===== config.mk =====
export PLATFORM = sky130hd
export DESIGN_NAME = array_rw_ctrl_flat
export DESIGN_NICKNAME = d
export VERILOG_FILES = /design/src/rtl/array_rw_pkg.sv /design/src/rtl/array_rw_ctrl_if.sv /design/src/rtl/array_rw_resp_fifo.sv /design/src/rtl/array_rw_ctrl.sv /design/src/flat_wrapper.sv
export SDC_FILE = /design/constraint.sdc
export NUM_CORES = 1
export LEC_CHECK = 0
export CAP_MARGIN = 10
export CORE_MARGIN = 2
export CORE_UTILIZATION = 45
export CTS_CLUSTER_DIAMETER = 60
export DETAILED_ROUTE_END_ITERATION = 10
export GPL_TIMING_DRIVEN = 1
export PLACE_DENSITY_LB_ADDON = 0.3
export SYNTH_ARGS = -nofsm -noshare
export SYNTH_HDL_FRONTEND = slang
export SYNTH_HIERARCHICAL = 1
export SYNTH_SLANG_ARGS = --single-unit
export TNS_END_PERCENT = 30

===== constraint.sdc =====
create_clock -name clock -period 4.72 [get_ports clock]
set_input_delay 0.944 -clock clock [delete_from_list [all_inputs] [get_ports clock]]
set_output_delay 0.944 -clock clock [all_outputs]
set_load 0.01 [all_outputs]

===== src/rtl/array_rw_pkg.sv =====
// Shared constants and state encoding for the SRAM requester controller.
// Geometry of the single-port, byte-segment-masked macro behind array_rw_ctrl.
package array_rw_pkg;

  localparam int DEPTH      = 4;
  localparam int ADDR_W     = 2;
  localparam int WIDTH      = 34;
  localparam int MASK_SEG   = 2;
  localparam int SEG_W      = WIDTH / MASK_SEG;
  localparam int RESP_DEPTH = 2;

  // Controller states: zero-fill after reset, then serve requests.
  typedef logic [0:0] state_t;
  localparam state_t INIT = 1'b0;
  localparam state_t RUN  = 1'b1;

endpackage


===== src/rtl/array_rw_ctrl_if.sv =====
// Request/response stream between a pipeline client (master) and the array controller (slave).
interface array_rw_ctrl_if;
  import array_rw_pkg::*;

  logic                req_valid;
  logic                req_ready;
  logic                req_write;
  logic [ADDR_W-1:0]   req_addr;
  logic [MASK_SEG-1:0] req_wmask;
  logic [WIDTH-1:0]    req_wdata;
  logic                resp_valid;
  logic                resp_ready;
  logic [WIDTH-1:0]    resp_data;

  modport master (
    output req_valid, req_write, req_addr, req_wmask, req_wdata, resp_ready,
    input  req_ready, resp_valid, resp_data
  );

  modport slave (
    input  req_valid, req_write, req_addr, req_wmask, req_wdata, resp_ready,
    output req_ready, resp_valid, resp_data
  );

endinterface


===== src/rtl/array_rw_resp_fifo.sv =====
// Small synchronous response FIFO; output is read straight from stored entries (no bypass).
module array_rw_resp_fifo #(
  parameter int WIDTH = 34,
  parameter int DEPTH = 2,
  localparam int PTR_W = (DEPTH > 1) ? $clog2(DEPTH) : 1,
  localparam int OCC_W = $clog2(DEPTH + 1)
) (
  input  logic             clock,
  input  logic             reset_n,
  input  logic             push,
  input  logic [WIDTH-1:0] push_data,
  input  logic             pop,
  output logic             out_valid,
  output logic [WIDTH-1:0] out_data,
  output logic [OCC_W-1:0] occ
);

  logic [WIDTH-1:0] mem_reg [DEPTH];
  logic [PTR_W-1:0] wr_ptr_reg;
  logic [PTR_W-1:0] rd_ptr_reg;
  logic [OCC_W-1:0] occ_reg;
  logic             full;

  assign full      = (occ_reg == OCC_W'(DEPTH));
  assign out_valid = (occ_reg != '0);
  assign out_data  = mem_reg[rd_ptr_reg];
  assign occ       = occ_reg;

  function automatic logic [PTR_W-1:0] ptr_inc(input logic [PTR_W-1:0] p);
    return (p == PTR_W'(DEPTH - 1)) ? '0 : p + 1'b1;
  endfunction

  // Storage carries no reset; only pointers and occupancy are cleared.
  always_ff @(posedge clock) begin
    if (push) begin
      mem_reg[wr_ptr_reg] <= push_data;
    end
  end

  always_ff @(posedge clock) begin
    if (!reset_n) begin
      wr_ptr_reg <= '0;
      rd_ptr_reg <= '0;
      occ_reg    <= '0;
    end else begin
      if (push) wr_ptr_reg <= ptr_inc(wr_ptr_reg);
      if (pop)  rd_ptr_reg <= ptr_inc(rd_ptr_reg);
      if (push && !pop)      occ_reg <= occ_reg + 1'b1;
      else if (pop && !push) occ_reg <= occ_reg - 1'b1;
    end
  end

  // Upstream credit accounting must make this unreachable.
  always_ff @(posedge clock) begin
    if (reset_n) begin
      assert (!(push && full && !pop)) else $error("array_rw_resp_fifo overflow");
    end
  end

endmodule


===== src/rtl/array_rw_ctrl.sv =====
// Requester-side controller for a 1-cycle-latency masked SRAM macro: zero-fill after reset,
// then stream requests onto the RW0 pins and collect read data into a credit-guarded FIFO.
module array_rw_ctrl
  import array_rw_pkg::*;
#(
  parameter int DEPTH_P      = DEPTH,
  parameter int RESP_DEPTH_P = RESP_DEPTH
) (
  input  logic                clock,
  input  logic                reset_n,
  array_rw_ctrl_if.slave      bus,
  output logic                init_done,
  output logic                RW0_en,
  output logic                RW0_wmode,
  output logic [ADDR_W-1:0]   RW0_addr,
  output logic [MASK_SEG-1:0] RW0_wmask,
  output logic [WIDTH-1:0]    RW0_wdata,
  input  logic [WIDTH-1:0]    RW0_rdata
);

  localparam int OCC_W = $clog2(RESP_DEPTH_P + 1);

  state_t            state_reg;
  state_t            state_next;
  logic [ADDR_W-1:0] init_ptr_reg;
  logic [ADDR_W-1:0] init_ptr_next;
  logic              rd_pending_reg;
  logic [OCC_W-1:0]  occ;
  logic [OCC_W:0]    credit_use;
  logic              fire;
  logic              rd_fire;
  logic              pop;

  assign pop     = bus.resp_valid && bus.resp_ready;
  assign fire    = bus.req_valid && bus.req_ready;
  assign rd_fire = fire && !bus.req_write;

  // Entries held plus the read in flight, minus the one leaving this cycle; pop is
  // counted so a steady read stream runs at full rate with two FIFO entries.
  assign credit_use    = {1'b0, occ} + (OCC_W + 1)'(rd_pending_reg) - (OCC_W + 1)'(pop);
  assign bus.req_ready = reset_n && (state_reg == RUN) &&
                         (credit_use < (OCC_W + 1)'(RESP_DEPTH_P));
  assign init_done     = (state_reg == RUN);

  always_comb begin
    state_next    = state_reg;
    init_ptr_next = init_ptr_reg;
    if (state_reg == INIT) begin
      if (init_ptr_reg == ADDR_W'(DEPTH_P - 1)) begin
        init_ptr_next = '0;
        state_next    = RUN;
      end else begin
        init_ptr_next = init_ptr_reg + 1'b1;
      end
    end
  end

  always_ff @(posedge clock) begin
    if (!reset_n) begin
      state_reg      <= INIT;
      init_ptr_reg   <= '0;
      rd_pending_reg <= 1'b0;
    end else begin
      state_reg      <= state_next;
      init_ptr_reg   <= init_ptr_next;
      rd_pending_reg <= rd_fire;
    end
  end

  // Pins idle at zero whenever the macro is not enabled, including while reset is held.
  always_comb begin
    RW0_en    = 1'b0;
    RW0_wmode = 1'b0;
    RW0_addr  = '0;
    RW0_wmask = '0;
    RW0_wdata = '0;
    if (reset_n) begin
      if (state_reg == INIT) begin
        RW0_en    = 1'b1;
        RW0_wmode = 1'b1;
        RW0_addr  = init_ptr_reg;
        RW0_wmask = '1;
      end else if (fire) begin
        RW0_en    = 1'b1;
        RW0_wmode = bus.req_write;
        RW0_addr  = bus.req_addr;
        RW0_wmask = bus.req_wmask;
        RW0_wdata = bus.req_wdata;
      end
    end
  end

  array_rw_resp_fifo #(
    .WIDTH (WIDTH),
    .DEPTH (RESP_DEPTH_P)
  ) u_resp_fifo (
    .clock     (clock),
    .reset_n   (reset_n),
    .push      (rd_pending_reg),
    .push_data (RW0_rdata),
    .pop       (pop),
    .out_valid (bus.resp_valid),
    .out_data  (bus.resp_data),
    .occ       (occ)
  );

endmodule


===== src/flat_wrapper.sv =====
// flat-port wrapper written by rule: the top's interface ports become plain ports
module array_rw_ctrl_flat import array_rw_pkg::*;
#(
  parameter int DEPTH_P      = DEPTH,
  parameter int RESP_DEPTH_P = RESP_DEPTH
)
  (clock, reset_n, init_done, RW0_en, RW0_wmode, RW0_addr, RW0_wmask, RW0_wdata, RW0_rdata, bus_req_valid, bus_req_write, bus_req_addr, bus_req_wmask, bus_req_wdata, bus_resp_ready, bus_req_ready, bus_resp_valid, bus_resp_data);
  array_rw_ctrl_if bus_i ();
  input  logic clock;
  input  logic reset_n;
  output logic init_done;
  output logic RW0_en;
  output logic RW0_wmode;
  output logic [ADDR_W-1:0] RW0_addr;
  output logic [MASK_SEG-1:0] RW0_wmask;
  output logic [WIDTH-1:0] RW0_wdata;
  input  logic [WIDTH-1:0] RW0_rdata;
  input wire logic [$bits(bus_i.req_valid)-1:0] bus_req_valid;
  input wire logic [$bits(bus_i.req_write)-1:0] bus_req_write;
  input wire logic [$bits(bus_i.req_addr)-1:0] bus_req_addr;
  input wire logic [$bits(bus_i.req_wmask)-1:0] bus_req_wmask;
  input wire logic [$bits(bus_i.req_wdata)-1:0] bus_req_wdata;
  input wire logic [$bits(bus_i.resp_ready)-1:0] bus_resp_ready;
  output wire logic [$bits(bus_i.req_ready)-1:0] bus_req_ready;
  output wire logic [$bits(bus_i.resp_valid)-1:0] bus_resp_valid;
  output wire logic [$bits(bus_i.resp_data)-1:0] bus_resp_data;
  assign bus_i.req_valid = bus_req_valid;
  assign bus_i.req_write = bus_req_write;
  assign bus_i.req_addr = bus_req_addr;
  assign bus_i.req_wmask = bus_req_wmask;
  assign bus_i.req_wdata = bus_req_wdata;
  assign bus_i.resp_ready = bus_resp_ready;
  assign bus_req_ready = bus_i.req_ready;
  assign bus_resp_valid = bus_i.resp_valid;
  assign bus_resp_data = bus_i.resp_data;
  array_rw_ctrl #(.DEPTH_P(DEPTH_P), .RESP_DEPTH_P(RESP_DEPTH_P)) u_core (.clock(clock), .reset_n(reset_n), .bus(bus_i), .init_done(init_done), .RW0_en(RW0_en), .RW0_wmode(RW0_wmode), .RW0_addr(RW0_addr), .RW0_wmask(RW0_wmask), .RW0_wdata(RW0_wdata), .RW0_rdata(RW0_rdata));
endmodule

==> results of run 1 <==
==> cell usage in the layout (no fill, tap or decap), types with 4 or more instances in the layout <==
cell type | netlist | routed
nand2_1 | 6 | 6
dfxtp_1 | 9 | 8
clkbuf_8 | 0 | 9
edfxtp_1 | 68 | 68
and2_1 | 5 | 4
inv_1 | 4 | 4
clkdlybuf4s50_1 | 0 | 152
nor3b_2 | 29 | 29
nor3b_1 | 5 | 5
mux2_2 | 34 | 34
==> cells in the mapped netlist <==
master / n
a21boi_0: 1
a21boi_1: 1
and2_1: 5
buf_2: 2
buf_4: 1
buf_6: 9
dfxtp_1: 9
edfxtp_1: 68
fa_1: 1
ha_1: 3
inv_1: 4
mux2_2: 34
mux2i_1: 1
nand2_1: 6
nand2b_1: 2
nand3_1: 1
nand4_4: 1
nor2_1: 1
nor2b_1: 3
nor3_1: 1
nor3b_1: 5
nor3b_2: 29
o21a_1: 2
o21ai_0: 2
o31ai_1: 3
o32ai_1: 2
or2_2: 1
or3_1: 2
xnor2_1: 1
xor2_1: 2
xor2_2: 1
==> cell type report <==
cell class | count | area share, %
Sequential cell | 77 | 41.80
Timing Repair Buffer | 157 | 29.88
Multi-Input combinational cell | 112 | 21.83
Tap cell | 102 | 2.399
Clock buffer | 9 | 2.329
Clock inverter | 7 | 1.482
Inverter | 4 | 0.2823
==> stage by stage <==
stage | hold WS, ps | utilization (%) | setup slack, ps | cells | cell area, sq um
after global placement | 486.1 | 66.84 | -54.59 | 451 | 5085
final | 510.9 | 69.92 | 115.8 | 468 | 5319
after detailed placement | 507.5 | 66.84 | -138.8 | 451 | 5085
after global routing | 536.5 | 69.92 | -11.57 | 468 | 5319
after floorplan | 467.1 | - | 1116 | 204 | 3468
after CTS | 517.1 | 69.72 | 83.84 | 468 | 5304
==> where the power goes <==
group / total [uW] / internal (uW) / switching (uW)
combinational: 657 / 357 / 300
clock: 503 / 252 / 252
sequential: 821 / 762 / 59.2
total: 1980 / 1370 / 611
==> worst max-delay path, cell delays in order <==
cell	delay, ps
clkdlybuf4s50_1	450
and2_1	150
ha_1	230
nand2b_1	160
fa_2	580
nand4_4	110
buf_12	210
nor3b_1	210
clkdlybuf4s50_1	590
==> kinds of logic after synthesis <==
kind of cell    Yosys count
flops                    77
simple gates             57
mux                      35
buf+inv                  16
compound gates           11
xor+xnor                  4
fa+ha+maj                 4
==> timing repair <==
action,CTS,global route
cloned,1,0
hold endpoints to repair,0,0
resized for setup,0,4
endpoints found under the setup margin,22,21
setup buffers,0,0
hold buffers,0,0
pin swaps,1,0
==> worst paths after layout <==
check                                                             from                                  end  cells past startpoint
worst min register to register     u_core/init_ptr_reg[0]$_SDFFE_PN0N_  u_core/init_ptr_reg[0]$_SDFFE_PN0N_                      2
worst max-delay path                                    bus_resp_ready                         RW0_wdata[1]                      9
worst max register to register  u_core/u_resp_fifo/occ[1]$_SDFFE_PN0P_     u_core/rd_pending_reg$_SDFF_PN0_                      7
worst min-delay path               u_core/init_ptr_reg[0]$_SDFFE_PN0N_  u_core/init_ptr_reg[0]$_SDFFE_PN0N_                      2
==> routing by layer <==
layer | up-vias | GRT usage (%)
li1 | 1084 | -
met1 | 1085 | 20.49
met2 | 73 | 30.09
met3 | 8 | 6.245
met4 | 0 | 5.224
met5 | - | 0
==> impl_metrics.py, run 1 <==
metrics = {
    "run_status": {
        "outcome": "complete, no violations",
    },
    "yosys": {
        "postSynthAreaPerCell_sq_um": 17.00,
        "synthMuxAreaShare_pct": 11.33,
        "ys_ff_latch": 77,
        "netlist_instances": 204,
        "synth_xor_area_share_pct": 1.227,
        "synth_area_sq_um": 3468,
        "ys_types": 31,
        "synth-compound-area-share_pct": 2.309,
        "synth-simple-area-share_pct": 15.55,
        "synth_nets": 285,
        "synthTopCellsByArea": "edfxtp_1 59%, mux2_2 11%, nor3b_2 10%",
        "yosysTopAreaCell": "edfxtp_1",
        "synth_top_area_share_pct": 58.87,
        "synth_fa_ha_area_share_pct": 1.659,
        "yosysWarnings": 6,
        "synth_top_family_by_area": "simple AND/OR/NAND/NOR gates",
        "synth_seq_area_share_pct": 64.07,
    },
    "routing": {
        "firstDrtPassIters": 4,
        "drc_errors": 0,
        "wl_met2_um": 3878,
        "met3WireLength_um": 532,
        "antenna_left": 0,
        "wl_met1_um": 3012,
        "via_count": 2250,
        "drt_wl_total_um": 7505,
        "drt_iter0_drc": 81,
        "top_layer_used": "met4",
        "wire_per_inst_um": 16.04,
        "vias_per_cell": 4.808,
    },
    "timing": {
        "finalCritPeriodShare_pct": 97.55,
        "setup_violations": 0,
        "final.min_clock_period_ps": 4604,
        "relSlewSlack_pct": 30.14,
        "drv_slew": 0,
        "fin_skew_ps": 8.948,
        "finalHoldViolations": 0,
        "tns_ps": 0,
        "worstMarginPinSlew_ps": 1046,
        "max_clock_freq_ghz": 0.2172,
        "rsz0062_at_grt": "yes",
    },
    "placed_design": {
        "portBuffers": 153,
        "gp_congestion": 0.7370,
        "place_hpwl_um": 5223,
    },
    "final_layout": {
        "antenna_cells": 0,
        "areaGrowthSynthToFinish_pct": 53.35,
        "nFillCells": 547,
        "multi_input_area_sq_um": 1161,
        "largest_register_ffs": 68,
        "final_nets": 442,
        "seqCellArea_sq_um": 2223,
        "drive_above_1_share_pct": 25.14,
    },
    "die": {
        "io_pins": 154,
        "dieHeight_um": 91.79,
        "initial_utilization_pct": 45.59,
        "dieWidth_um": 91.79,
        "dieArea_sq_um": 8425,
        "fp.coreArea_sq_um": 7607,
        "rows": 32,
    },
    "global_route": {
        "grt_pass1_vias": 2257,
        "grt_max_degree": 37,
        "antenna_found_initial": 0,
        "grt_usage_pct": 17.45,
        "grt_overflow": 0,
        "grt_pass1_wl_um": 11390,
    },
    "clock_network": {
        "numCtsBuffers": 9,
        "clock-sinks": 77,
        "cts_tree": "built",
        "cts.reportedPaths.clkPinSlew_ps": 70,
        "clock-root-buffer": "clkbuf_8",
        "clockBufferDepth": 2,
        "h-tree-depth": 3,
        "clock_latency_ps": 340,
    },
    "critical_path": {
        "path_max_fanout": 36,
        "cp_data_arrival_time_ps": 3660,
        "regToRegSetupSlack_ps": 2030,
        "worstSetupEndpointType": "output port",
        "crit_type": "in -> out",
        "start_kind": "input pin",
        "crit_required_ps": 3780,
    },
    "power_and_ir_drop": {
        "ir_drop_v": 0.0002234,
        "leakagePower_uw": 0.001765,
        "cellPowerDensity_nw_per_um2": 372.6,
        "total_power_uw": 1982,
    },
    "job": {
        "maxCapViolCount": 0,
    },
    "min_path": {
        "min_path_type": "reg -> reg",
    },
}
Power figures use the tool's default switching activity.
==> run 2, diff against run 1 <==
Settings changed: CELL_PAD_IN_SITES_DETAIL_PLACEMENT set to 1, CELL_PAD_IN_SITES_GLOBAL_PLACEMENT set to 1, CORE_UTILIZATION 45 to 36.
==> run 2 against run 1 <==
Against the previous run: die area grew 24%; final area increased by 2.3%; clock skew up 7.7 ps; first-iteration DRC count is the same; worst setup slack got worse by 7.0 ps; worst hold slack about the same; maximum frequency down 0.15%; non-clock buffer count rose by 8; combinational power increased by 13%; register-to-register slack better by 120 ps; sequential power about the same; clock-buffer cell count rose by 2; critical path type unchanged; largest power group unchanged.
==> impl_metrics.py, run 2 (synthesis results as in run 1) <==
metrics = {
    "routing": {
        "wire_per_inst_um": 17.40,
        "drt_iter0_drc": 81,
        "drc_errors": 0,
        "vias_per_cell": 4.676,
        "via_count": 2352,
        "firstDrtPassIters": 4,
        "antenna_left": 0,
        "drt_wl_total_um": 8750,
    },
    "global_route": {
        "grt_max_degree": 36,
        "grt_usage_pct": 16.36,
        "grt_pass1_vias": 2516,
        "antenna_found_initial": 0,
        "grt_pass1_wl_um": 12840,
        "grt_overflow": 0,
    },
    "critical_path": {
        "cp_common_cell": "clkdlybuf4s50_1",
        "cpMaxStageDelayCell": "fa_2",
        "crit_type": "in -> out",
        "crit_chain": "clkdlybuf4s50_1, and2_1, ha_1, nand2b_1, fa_2, nand4_4, buf_6, nor3b_2, clkdlybuf4s50_1",
        "worstSetupEndpointType": "output port",
        "crit_required_ps": 3780,
        "critPathMaxStageDelay_ps": 620,
        "worstReg2RegStart": "u_core/u_resp_fifo/occ[1]$_SDFFE_PN0P_",
        "cp_data_arrival_time_ps": 3670,
        "critical_path.top_delay_family": "buffers and inverters",
        "start_kind": "input pin",
        "path_max_fanout": 11,
        "startpoint": "bus_resp_ready",
        "path_buf_inv": 3,
    },
    "timing": {
        "finalCritPeriodShare_pct": 97.70,
        "setup_violations": 0,
        "fin_skew_ps": 16.68,
        "final.min_clock_period_ps": 4611,
        "finalHoldViolations": 0,
        "drv_slew": 0,
        "max_clock_freq_ghz": 0.2169,
        "relSlewSlack_pct": 29.03,
        "worstMarginPinSlew_ps": 1062,
        "rsz0062_at_grt": "yes",
        "finalWorstSetupSlack_ps": 108.7,
    },
    "final_layout": {
        "antenna_cells": 0,
        "fin_util_pct": 58.63,
        "finalNonFillerCells": 503,
        "areaGrowthSynthToFinish_pct": 56.93,
        "drive_above_1_share_pct": 26.47,
        "mostFrequentLayoutCells": "142 x clkdlybuf4s50_1, 68 x edfxtp_1, 34 x mux2_2",
        "final_common_cell": "clkdlybuf4s50_1",
        "largest_register_ffs": 68,
        "final_nets": 450,
    },
    "min_path": {
        "min_from": "u_core/init_ptr_reg[0]$_SDFFE_PN0N_",
        "min_path_type": "reg -> reg",
    },
    "placed_design": {
        "dp_worst_setup_slack_ps": 8.054,
        "placed_cells": 481,
        "portBuffers": 153,
        "gp_congestion": 0.7492,
        "place_hpwl_um": 6341,
    },
    "power_and_ir_drop": {
        "cellPowerDensity_nw_per_um2": 378.6,
        "total_power_uw": 2061,
        "ir_drop_v": 0.0003723,
        "leakagePower_uw": 0.001964,
    },
    "die": {
        "dieWidth_um": 102.2,
        "dieArea_sq_um": 10440,
        "rows": 35,
        "dieHeight_um": 102.2,
        "initial_utilization_pct": 37.36,
        "io_pins": 154,
        "fp.coreArea_sq_um": 9284,
    },
    "clock_network": {
        "clock_latency_ps": 340,
        "cts_hold_buf": 0,
        "numCtsBuffers": 9,
        "clockBufferDepth": 2,
        "cts.reportedPaths.clkPinSlew_ps": 80,
        "clock-root-buffer": "clkbuf_8",
        "cts_tree": "built",
        "clock-sinks": 77,
        "h-tree-depth": 3,
    },
    "job": {
        "maxCapViolCount": 0,
    },
    "run_status": {
        "outcome": "complete, no violations",
    },
}
[run 2: changes by cell type in the layout (fill, tap and decap cells not counted)]
cell	change
clkdlybuf4s50_1	-10
dlymetal6s2s_1	+10
buf_4	+5
buf_6	+3
inv_6	-2
clkbuf_1	+1
clkbuf_8	+1
clkinv_4	+1
inv_8	-1
nand4_2	+1
xor2_2	-1
[run 2: where the power goes]
group / switching, uW / total, uW / internal, uW
clock: 234 / 494 / 260
combinational: 324 / 745 / 422
sequential: 59.7 / 822 / 762
total: 617 / 2060 / 1440
[run 2: worst min-delay path, stage by stage, from the launching register on]
cell,delay [ps]
dfxtp_1,350
nand2_1,60
a21boi_0,60
[run 2: final cells by class]
| type | instances | area [sq um] |
|---|---|---|
| well taps | 129 | 161.4 |
| inverters | 4 | 15.01 |
| multi-input cells | 112 | 1157 |
| flip-flops and latches | 77 | 2223 |
| fillers | 900 | 3841 |
| repair buffers | 165 | 1685 |
| clock buffers | 11 | 141.4 |
| clock inverters | 5 | 58.81 |
[run 2: worst paths after layout]
kind	depth (start not counted)	endpoint	slack [ps]
max reg2reg	8	u_core/rd_pending_reg$_SDFF_PN0_	2150
min reg2reg	2	u_core/init_ptr_reg[0]$_SDFFE_PN0N_	510
max	9	RW0_wdata[29]	110
min	2	u_core/init_ptr_reg[0]$_SDFFE_PN0N_	510
[run 2: what timing repair did]
item / in CTS / in global routing
resized for setup: 0 / 17
buffers inserted: 0 / 5
setup endpoints to repair: 0 / 35
[run 2: through the flow]
stage / area [sq um] / hold slack (ps) / setup TNS [ps]
2_1_floorplan: 3468 / 467.1 / 0
3_3_place_gp: 5129 / 486.7 / 0
4_1_cts: 5329 / 518.8 / 0
6_report: 5443 / 511.2 / 0
5_1_grt: 5443 / 555.7 / -216.8
3_5_place_dp: 5129 / 501.1 / 0
[run 2: per-layer routing]
metal / track usage (%) / routed length [um] / vias up
li1: - / - / 1102
met1: 17.41 / 3177 / 1160
met2: 30.87 / 4904 / 79
met3: 4.720 / 545 / 11
met4: 5.436 / 122 / 0
met5: 0 / 0 / -
==> run 3, diff against run 2 <==
Settings changed: PLACE_DENSITY set to 0.95, PLACE_DENSITY_LB_ADDON 0.3 to unset, SLEW_MARGIN set to 20.
==> run 3 against run 2 <==
Against the previous run: critical path depth is 1 higher; global-route usage is 1.2 points higher; wire length is 6.4% higher; sequential cell count stayed put; combinational power is 9.7% higher; clock-buffer cell count is 1 lower; cell count is 0.20% lower; non-clock buffer count stayed put; core utilization is 0.067 points lower; clock skew is 9.0 ps lower; final area is 0.12% lower; sequential share of layout area hardly changed; largest cell class unchanged.
==> impl_metrics.py, run 3 (synthesis results as in run 1) <==
metrics = {
    "final_layout": {
        "finalNonFillerCells": 502,
        "drive_above_1_share_pct": 26.01,
        "nFillCells": 882,
        "areaGrowthSynthToFinish_pct": 56.75,
        "finalInstanceArea_sq_um": 5436,
        "final_nets": 449,
        "largest_register_ffs": 68,
        "mostFrequentLayoutCells": "150 x clkdlybuf4s50_1, 68 x edfxtp_1, 34 x mux2_2",
        "antenna_cells": 0,
        "final_common_cell": "clkdlybuf4s50_1",
        "seqCellArea_sq_um": 2222,
        "multi_input_area_sq_um": 1149,
    },
    "timing": {
        "whs_ps": 523.2,
        "drv_slew": 0,
        "relSlewSlack_pct": 67.83,
        "max_clock_freq_ghz": 0.2170,
        "worstMarginPinSlew_ps": 482.6,
        "setup_violations": 0,
        "tns_ps": 0,
        "finalHoldViolations": 0,
        "finalCritPeriodShare_pct": 97.63,
        "final.min_clock_period_ps": 4608,
        "fin_skew_ps": 7.722,
    },
    "routing": {
        "antenna_left": 0,
        "drt_iter0_drc": 68,
        "vias_per_cell": 4.717,
        "drt_wl_total_um": 9313,
        "drc_errors": 0,
        "via_count": 2368,
        "wire_per_inst_um": 18.55,
        "firstDrtPassIters": 4,
    },
    "power_and_ir_drop": {
        "leakagePower_uw": 0.001848,
        "ir_drop_v": 0.0003705,
        "cellPowerDensity_nw_per_um2": 385.0,
    },
    "run_status": {
        "outcome": "complete, no violations",
    },
    "critical_path": {
        "worstSetupEndpointType": "output port",
        "reg2reg_depth": 9,
        "regToRegSetupSlack_ps": 2080,
        "startpoint": "bus_resp_ready",
        "worstReg2RegStart": "u_core/u_resp_fifo/occ[1]$_SDFFE_PN0P_",
        "start_kind": "input pin",
        "cp_data_arrival_time_ps": 3660,
        "path_max_fanout": 17,
        "crit_type": "in -> out",
        "timing.rr.end": "u_core/rd_pending_reg$_SDFF_PN0_",
        "crit_required_ps": 3780,
    },
    "die": {
        "fp.coreArea_sq_um": 9284,
        "rows": 35,
        "dieArea_sq_um": 10440,
        "dieHeight_um": 102.2,
        "dieWidth_um": 102.2,
        "io_pins": 154,
        "initial_utilization_pct": 37.36,
    },
    "placed_design": {
        "gp_congestion": 0.7936,
        "portBuffers": 153,
        "place_area_sq_um": 5144,
        "place_hpwl_um": 6623,
        "placed_cells": 480,
    },
    "clock_network": {
        "cts_tree": "built",
        "clock-sinks": 77,
        "numCtsBuffers": 9,
        "clock-root-buffer": "clkbuf_8",
        "cts.reportedPaths.clkPinSlew_ps": 70,
        "clock_latency_ps": 340,
        "h-tree-depth": 3,
        "clockBufferDepth": 2,
        "cts_hold_buf": 0,
    },
    "global_route": {
        "grt_usage_pct": 17.52,
        "grt_max_degree": 37,
        "grt_pass1_vias": 2636,
        "antenna_found_initial": 0,
        "grt_pass1_wl_um": 13680,
        "grt_overflow": 0,
    },
    "min_path": {
        "min_path_cells": 2,
        "whs_endpoint": "u_core/init_ptr_reg[0]$_SDFFE_PN0N_",
        "min_path_type": "reg -> reg",
        "min_from": "u_core/init_ptr_reg[0]$_SDFFE_PN0N_",
    },
    "job": {
        "maxCapViolCount": 0,
    },
}
run 3: timing repair:
action | CTS | global route
buffers inserted | 0 | 5
gates resized for setup | 0 | 6
endpoints found under the setup margin | 0 | 35
run 3: layer usage:
layer / vias to the layer above / part of all wire, % / global-route usage, %
met5: - / 0 / 0
met4: 0 / 1.5 / 5.231
met3: 13 / 10 / 7.729
met2: 132 / 50 / 30.16
met1: 1123 / 38 / 19.71
li1: 1100 / - / -
run 3: area by class of cell:
cell class | count | area share (%)
multi-input combinational | 111 | 21.13
timing repair buffer | 165 | 31.12
clock inverter | 6 | 1.289
inverter | 4 | 0.2762
clock buffer | 10 | 2.348
sequential | 77 | 40.87
tap | 129 | 2.969
run 3: how the worst max path moves through the flow:
stage | slack (ps) | to | cells past startpoint
after floorplan | 1120 | RW0_wmask[0] | 7
after global placement | 120 | RW0_wdata[0] | 9
after detailed placement | 50 | RW0_addr[1] | 8
after CTS | 20 | RW0_addr[1] | 8
after global routing | -7 | RW0_wdata[7] | 10
final | 110 | RW0_wdata[19] | 10
run 3: report_power, final:
part           internal (uW)  total (uW)  switching [uW]
registers                761         783            21.7
clock network            249         493             244
logic                    444         817             374
run 3: worst max-delay path, stage by stage:
cell and delay (ps):
clkdlybuf4s50_1 450, and2_1 140, ha_1 230, nand2b_1 150, fa_1 460, xor2_4 190, buf_12 160, buf_12 150
nor3b_2 200, clkdlybuf4s50_1 570
run 3: stage by stage:
step                      setup WS [ps]  utilization, %  power (uW)
after floorplan                    1116               -        1229
after global placement            117.0           55.40        1494
after detailed placement          49.79           55.40        1521
after CTS                         16.12           57.53        2025
after global routing             -6.560           58.56        2193
final                             111.8           58.56        2093
==> variant 1 (flow settings as in run 1) <==
`WIDTH` is set to 34 in 2 places; all go to 17.
--- a/src/rtl/array_rw_pkg.sv
+++ b/src/rtl/array_rw_pkg.sv
@@ -4,7 +4,7 @@
 
   localparam int DEPTH      = 4;
   localparam int ADDR_W     = 2;
-  localparam int WIDTH      = 34;
+  localparam int WIDTH      = 17;
   localparam int MASK_SEG   = 2;
   localparam int SEG_W      = WIDTH / MASK_SEG;
   localparam int RESP_DEPTH = 2;
--- a/src/rtl/array_rw_resp_fifo.sv
+++ b/src/rtl/array_rw_resp_fifo.sv
@@ -1,6 +1,6 @@
 // Small synchronous response FIFO; output is read straight from stored entries (no bypass).
 module array_rw_resp_fifo #(
-  parameter int WIDTH = 34,
+  parameter int WIDTH = 17,
   parameter int DEPTH = 2,
   localparam int PTR_W = (DEPTH > 1) ? $clog2(DEPTH) : 1,
   localparam int OCC_W = $clog2(DEPTH + 1)
Ports: changed (resized RW0_rdata, RW0_wdata, bus_req_wdata and bus_resp_data); port bits go from 154 to 86. No check against the original RTL was run, so the function may have changed too.
==> variant 1 against run 1 <==
Final area is 44% lower. Synthesized area is 43% lower. Clock power is 54% lower. Global-route usage is 0.45 points lower. Routed wire length is 44% lower. Power is 45% lower. Worst setup slack better by 0.056 ns. Sequential cell count is 34 lower. Non-clock buffer count is 69 lower. Critical path type unchanged. Largest cell class unchanged.
==> variant 1: results (changes against run 1) <==
status=finished, final reports clean; VDD IR max=0.000229 V (+2.4%); Area after DPL=2850 um^2 (-44%); post-synthesis sequential area ratio=0.610 (-0.0308); fill count=293 (-46%); Crit path largest cell delay=0.59 ns (about the same); Net Count, Synth=177 (-38%); clk_skew=0.00389 ns (-0.00505 ns); first-pass GRT wire length=6.51 mm (-43%); cell depth of the worst hold path=2 (unchanged); Async SR Flop Fraction=0 (unchanged); Tot GR Track Use=0.170 (-0.00455); mux contribution to synthesized area=0.102 (-0.0110); top cells by count, synth=34 x edfxtp_1, 17 x mux2_2, 9 x dfxtp_1, 9 x nor3b_2, 8 x nor3b_1; Slowest-stage cell, CP=clkdlybuf4s50_1; Switching Fraction=0.311 (+0.00234); cell total after placement=263 (-42%); FF-to-FF Start=u_core/u_resp_fifo/occ[1]; max FFs per register=34 (-50%); Compound-Gate Fraction of Synth Area=0.0407 (+0.0176); Yosys cell types=30 (-3.2%); layout cells sized above 1=0.186 (-0.0658); Max-slew headroom=0.461 (+0.159); Mean Syn Cell Area=15.1 um^2 (-11%); clock-pin slew on the worst setup and hold paths=0.07 ns (about the same); dpl ws=-0.324 ns (-0.185 ns); hold path startpoint=u_core/init_ptr_reg[0]; root buf cell=clkbuf_8; FF-to-FF End=u_core/rd_pending_reg; worst-skew pair later-pin latency=0.28 ns (-0.06 ns); LEAKAGE=0.00102 uW (-42%); Inserted Clock Buffers=5 (-4); ranking of synthesized cells by area=edfxtp_1 52%, mux2_2 9.7%, dfxtp_1 9.1%; Iter 0 DRT Violations=58 (-28%); crit-path leading delay family=buffers and inverters; antenna fix cells=0 (unchanged); GP Congestion=0.819 (+11%); Reg2Reg Depth=7 (unchanged); Pre-antenna DRT Iters=4 (unchanged); DR WL/cell=15.3 um (-4.4%); adder-cell share of the synthesized area=0.0292 (+0.0126); Data arrival, critical path=3.60 ns (-0.06 ns); Post-DP HPWL=3.01 mm (-42%); Worst Path Max Fanout=13 (-64%); Vias=1376 (-39%); H-tree levels=2 (-1); largest net degree at the start of global routing=26 (-30%); # port buffers=85 (-44%); initial antenna violation count=0 (unchanged); Reg2Reg Setup Slack=2.08 ns (+0.05 ns); XOR/XNOR share of the synthesized area=0.0216 (+0.00934); Synth warnings=6 (unchanged); Non-Filler Instances=273 (-42%); number of synthesized flops with an enable pin=34 (-50%)
## variant 1: changes by cell type after synthesis
cell / run 1 / this run
buf_6: 9 / 4
edfxtp_1: 68 / 34
nor3_2: 0 / 1
nor3b_1: 5 / 8
mux2_2: 34 / 17
nor3b_2: 29 / 9
nor3_1: 1 / 0
buf_4: 1 / 0
## variant 1: cell type report
| type | count | area, um^2 | share of cell area |
|---|---|---|---|
| flip-flops and latches | 43 | 1200 | 0.401 |
| repair buffers | 88 | 886 | 0.296 |
| multi-input cells | 78 | 737 | 0.246 |
| clock buffers | 7 | 86.3 | 0.0288 |
| well taps | 52 | 65.1 | 0.0217 |
| inverters | 4 | 15.0 | 0.00501 |
| clock inverters | 1 | 5.00 | 0.00167 |
## variant 1: worst max-delay path by stage
stage / to / slack [ns] / depth (start not counted) / start
after global routing: RW0_addr[1] / 0.06 / 8 / bus_resp_ready
final: RW0_addr[1] / 0.17 / 8 / bus_resp_ready
after floorplan: RW0_addr[0] / 1.13 / 6 / bus_resp_ready
after global placement: RW0_en / -0.20 / 8 / bus_resp_ready
after detailed placement: RW0_en / -0.32 / 8 / bus_resp_ready
after CTS: RW0_en / 0.02 / 8 / bus_resp_ready
## variant 1: what timing repair did
action | in CTS | in global routing
gates cloned | 0 | 1
buffers inserted | 0 | 1
pin swaps | 0 | 1
endpoints found under the setup margin | 24 | 23
hold buffers | 0 | 0
gates resized for setup | 1 | 1
## variant 1: routing by layer
layer	share of wire	vias to the layer above	track usage
met5	0	-	0
met4	0.0098	0	0.0513
met3	0.089	5	0.0664
met2	0.52	69	0.303
met1	0.38	642	0.186
li1	-	660	-
## variant 1: logic make-up after synthesis
| group | Yosys count |
|---|---|
| flip-flops | 43 |
| AND/OR/NAND/NOR | 40 |
| multiplexers | 18 |
| AO/OA/AOI/OAI | 11 |
| buffers and inverters | 10 |
| XOR/XNOR | 4 |
| adder cells (fa/ha/maj) | 4 |
## variant 1: power by group through the flow
stage | Clock [uW] | Sequential [uW] | Combinational (uW)
after global routing | 253 | 476 | 420
after detailed placement | 0 | 473 | 364
after CTS | 237 | 466 | 376
after global placement | 0 | 471 | 347
after floorplan | 0 | 450 | 265
final | 233 | 471 | 391
## variant 1: stage by stage
| step | util | hold WS [ns] | TNS (ns) |
|---|---|---|---|
| 2_1_floorplan | - | 0.467 | 0 |
| 3_3_place_gp | 0.663 | 0.484 | -2.68 |
| 3_5_place_dp | 0.663 | 0.516 | -5.54 |
| 4_1_cts | 0.686 | 0.531 | 0 |
| 5_1_grt | 0.698 | 0.554 | 0 |
| 6_report | 0.698 | 0.526 | 0 |
==> variant 2 (flow settings as in run 1) <==
Without the edit above. Make the reset (`reset_n`) asynchronous in 2 clocked blocks.
--- a/src/rtl/array_rw_resp_fifo.sv
+++ b/src/rtl/array_rw_resp_fifo.sv
@@ -37,7 +37,7 @@
     end
   end
 
-  always_ff @(posedge clock) begin
+  always_ff @(posedge clock or negedge reset_n) begin
     if (!reset_n) begin
       wr_ptr_reg <= '0;
       rd_ptr_reg <= '0;
--- a/src/rtl/array_rw_ctrl.sv
+++ b/src/rtl/array_rw_ctrl.sv
@@ -55,7 +55,7 @@
     end
   end
 
-  always_ff @(posedge clock) begin
+  always_ff @(posedge clock or negedge reset_n) begin
     if (!reset_n) begin
       state_reg      <= INIT;
       init_ptr_reg   <= '0;
Function: differs if reset_n is asserted again (counterexample within 10 cycles, from zero or initial values and one cycle with reset_n low); with reset_n held inactive, the same outputs for 10 cycles.
==> variant 2 against run 1 <==
Largest cell class unchanged. Synthesized area fell by 1.2%. Clock power fell by 8.3%. Sequential cell count fell by 1. Clock skew fell by 0.0015 ns. Power rose by 15%. Hold slack improved by 0.027 ns. Combinational power rose by 38%. Synthesized cell count fell by 3.9%. Routed wire length fell by 0.83%. Final area rose by 0.14%. Worst setup slack improved by 0.18 ns.
==> variant 2: results (changes against run 1) <==
status=finished, final reports clean; Tot GR Track Use=0.172 (-0.00278); Reg2Reg Setup Slack=2.32 ns (+0.29 ns); Area after DPL=5020 um^2 (-1.4%); fraction of area in non-clock buffers=0.318 (+0.0188); met2 usage in global routing=0.313 (+0.0121); Compound-Gate Fraction of Synth Area=0.00986 (-0.0132); Min-Delay Endpoint=u_core/u_resp_fifo/wr_ptr_reg; Non-Filler Instances=461 (-1.5%); M1 GR Usage=0.202 (-0.00337); FF-to-FF Start=u_core/u_resp_fifo/occ[1]; largest net degree at the start of global routing=36 (-2.7%); Layout clock area frac=0.0343 (-0.00381); Data arrival, critical path=3.48 ns (-0.18 ns); P_int=1630 uW (+19%); Crit path largest cell delay=0.49 ns (-0.10 ns); hold path startpoint=u_core/u_resp_fifo/wr_ptr_reg; post-synthesis instance total=196 (-3.9%); dpl ws=0.106 ns (+0.245 ns); layout cells sized above 1=0.238 (-0.0138); Non-clk bufs=159 (+1.3%); fill count=479 (-12%); Multi-input comb cells=105 (-6.3%); post-synthesis sequential area ratio=0.654 (+0.0138); top cells by count, synth=68 x edfxtp_1, 29 x mux2_4, 20 x and2_4, 13 x and2_1, 8 x dfrtp_1; LEAKAGE=0.00260 uW (+47%); mux contribution to synthesized area=0.150 (+0.0365); logic gate share of total power=0.400 (+0.068); cell depth of the worst hold path=1 (-1); wl on met1=3.01 mm (about the same); Worst-Margin Slew=1.04 ns (-0.000842 ns); Worst Path Max Fanout=5 (-86%)
## variant 2: cell types whose count changed in the layout (fill, tap and decap cells not counted), sizes merged, moves of 4 or more
cell / delta
nor3b: -34
clkdlybuf4s50: -33
dlymetal6s2s: +33
and2: +32
dfxtp: -9
dfrtp: +8
nand2: -6
a21oi: +4
## variant 2: how the worst max path moves through the flow
stage                     slack [ns]             to            from
after global placement          0.15  RW0_wdata[16]  bus_resp_ready
final                           0.29    RW0_addr[0]  bus_resp_ready
after CTS                        0.1   RW0_wdata[3]  bus_resp_ready
after floorplan                 1.12  RW0_wdata[23]  bus_resp_ready
after global routing            0.11    RW0_addr[0]  bus_resp_ready
after detailed placement        0.11   RW0_wdata[3]  bus_resp_ready
## variant 2: per-stage QoR
stage | hold slack, ns | total power [uW]
finish | 0.538 | 2270
global route | 0.569 | 2380
CTS | 0.544 | 2280
detailed placement | 0.533 | 1810
global placement | 0.519 | 1800
floorplan | 0.455 | 1440
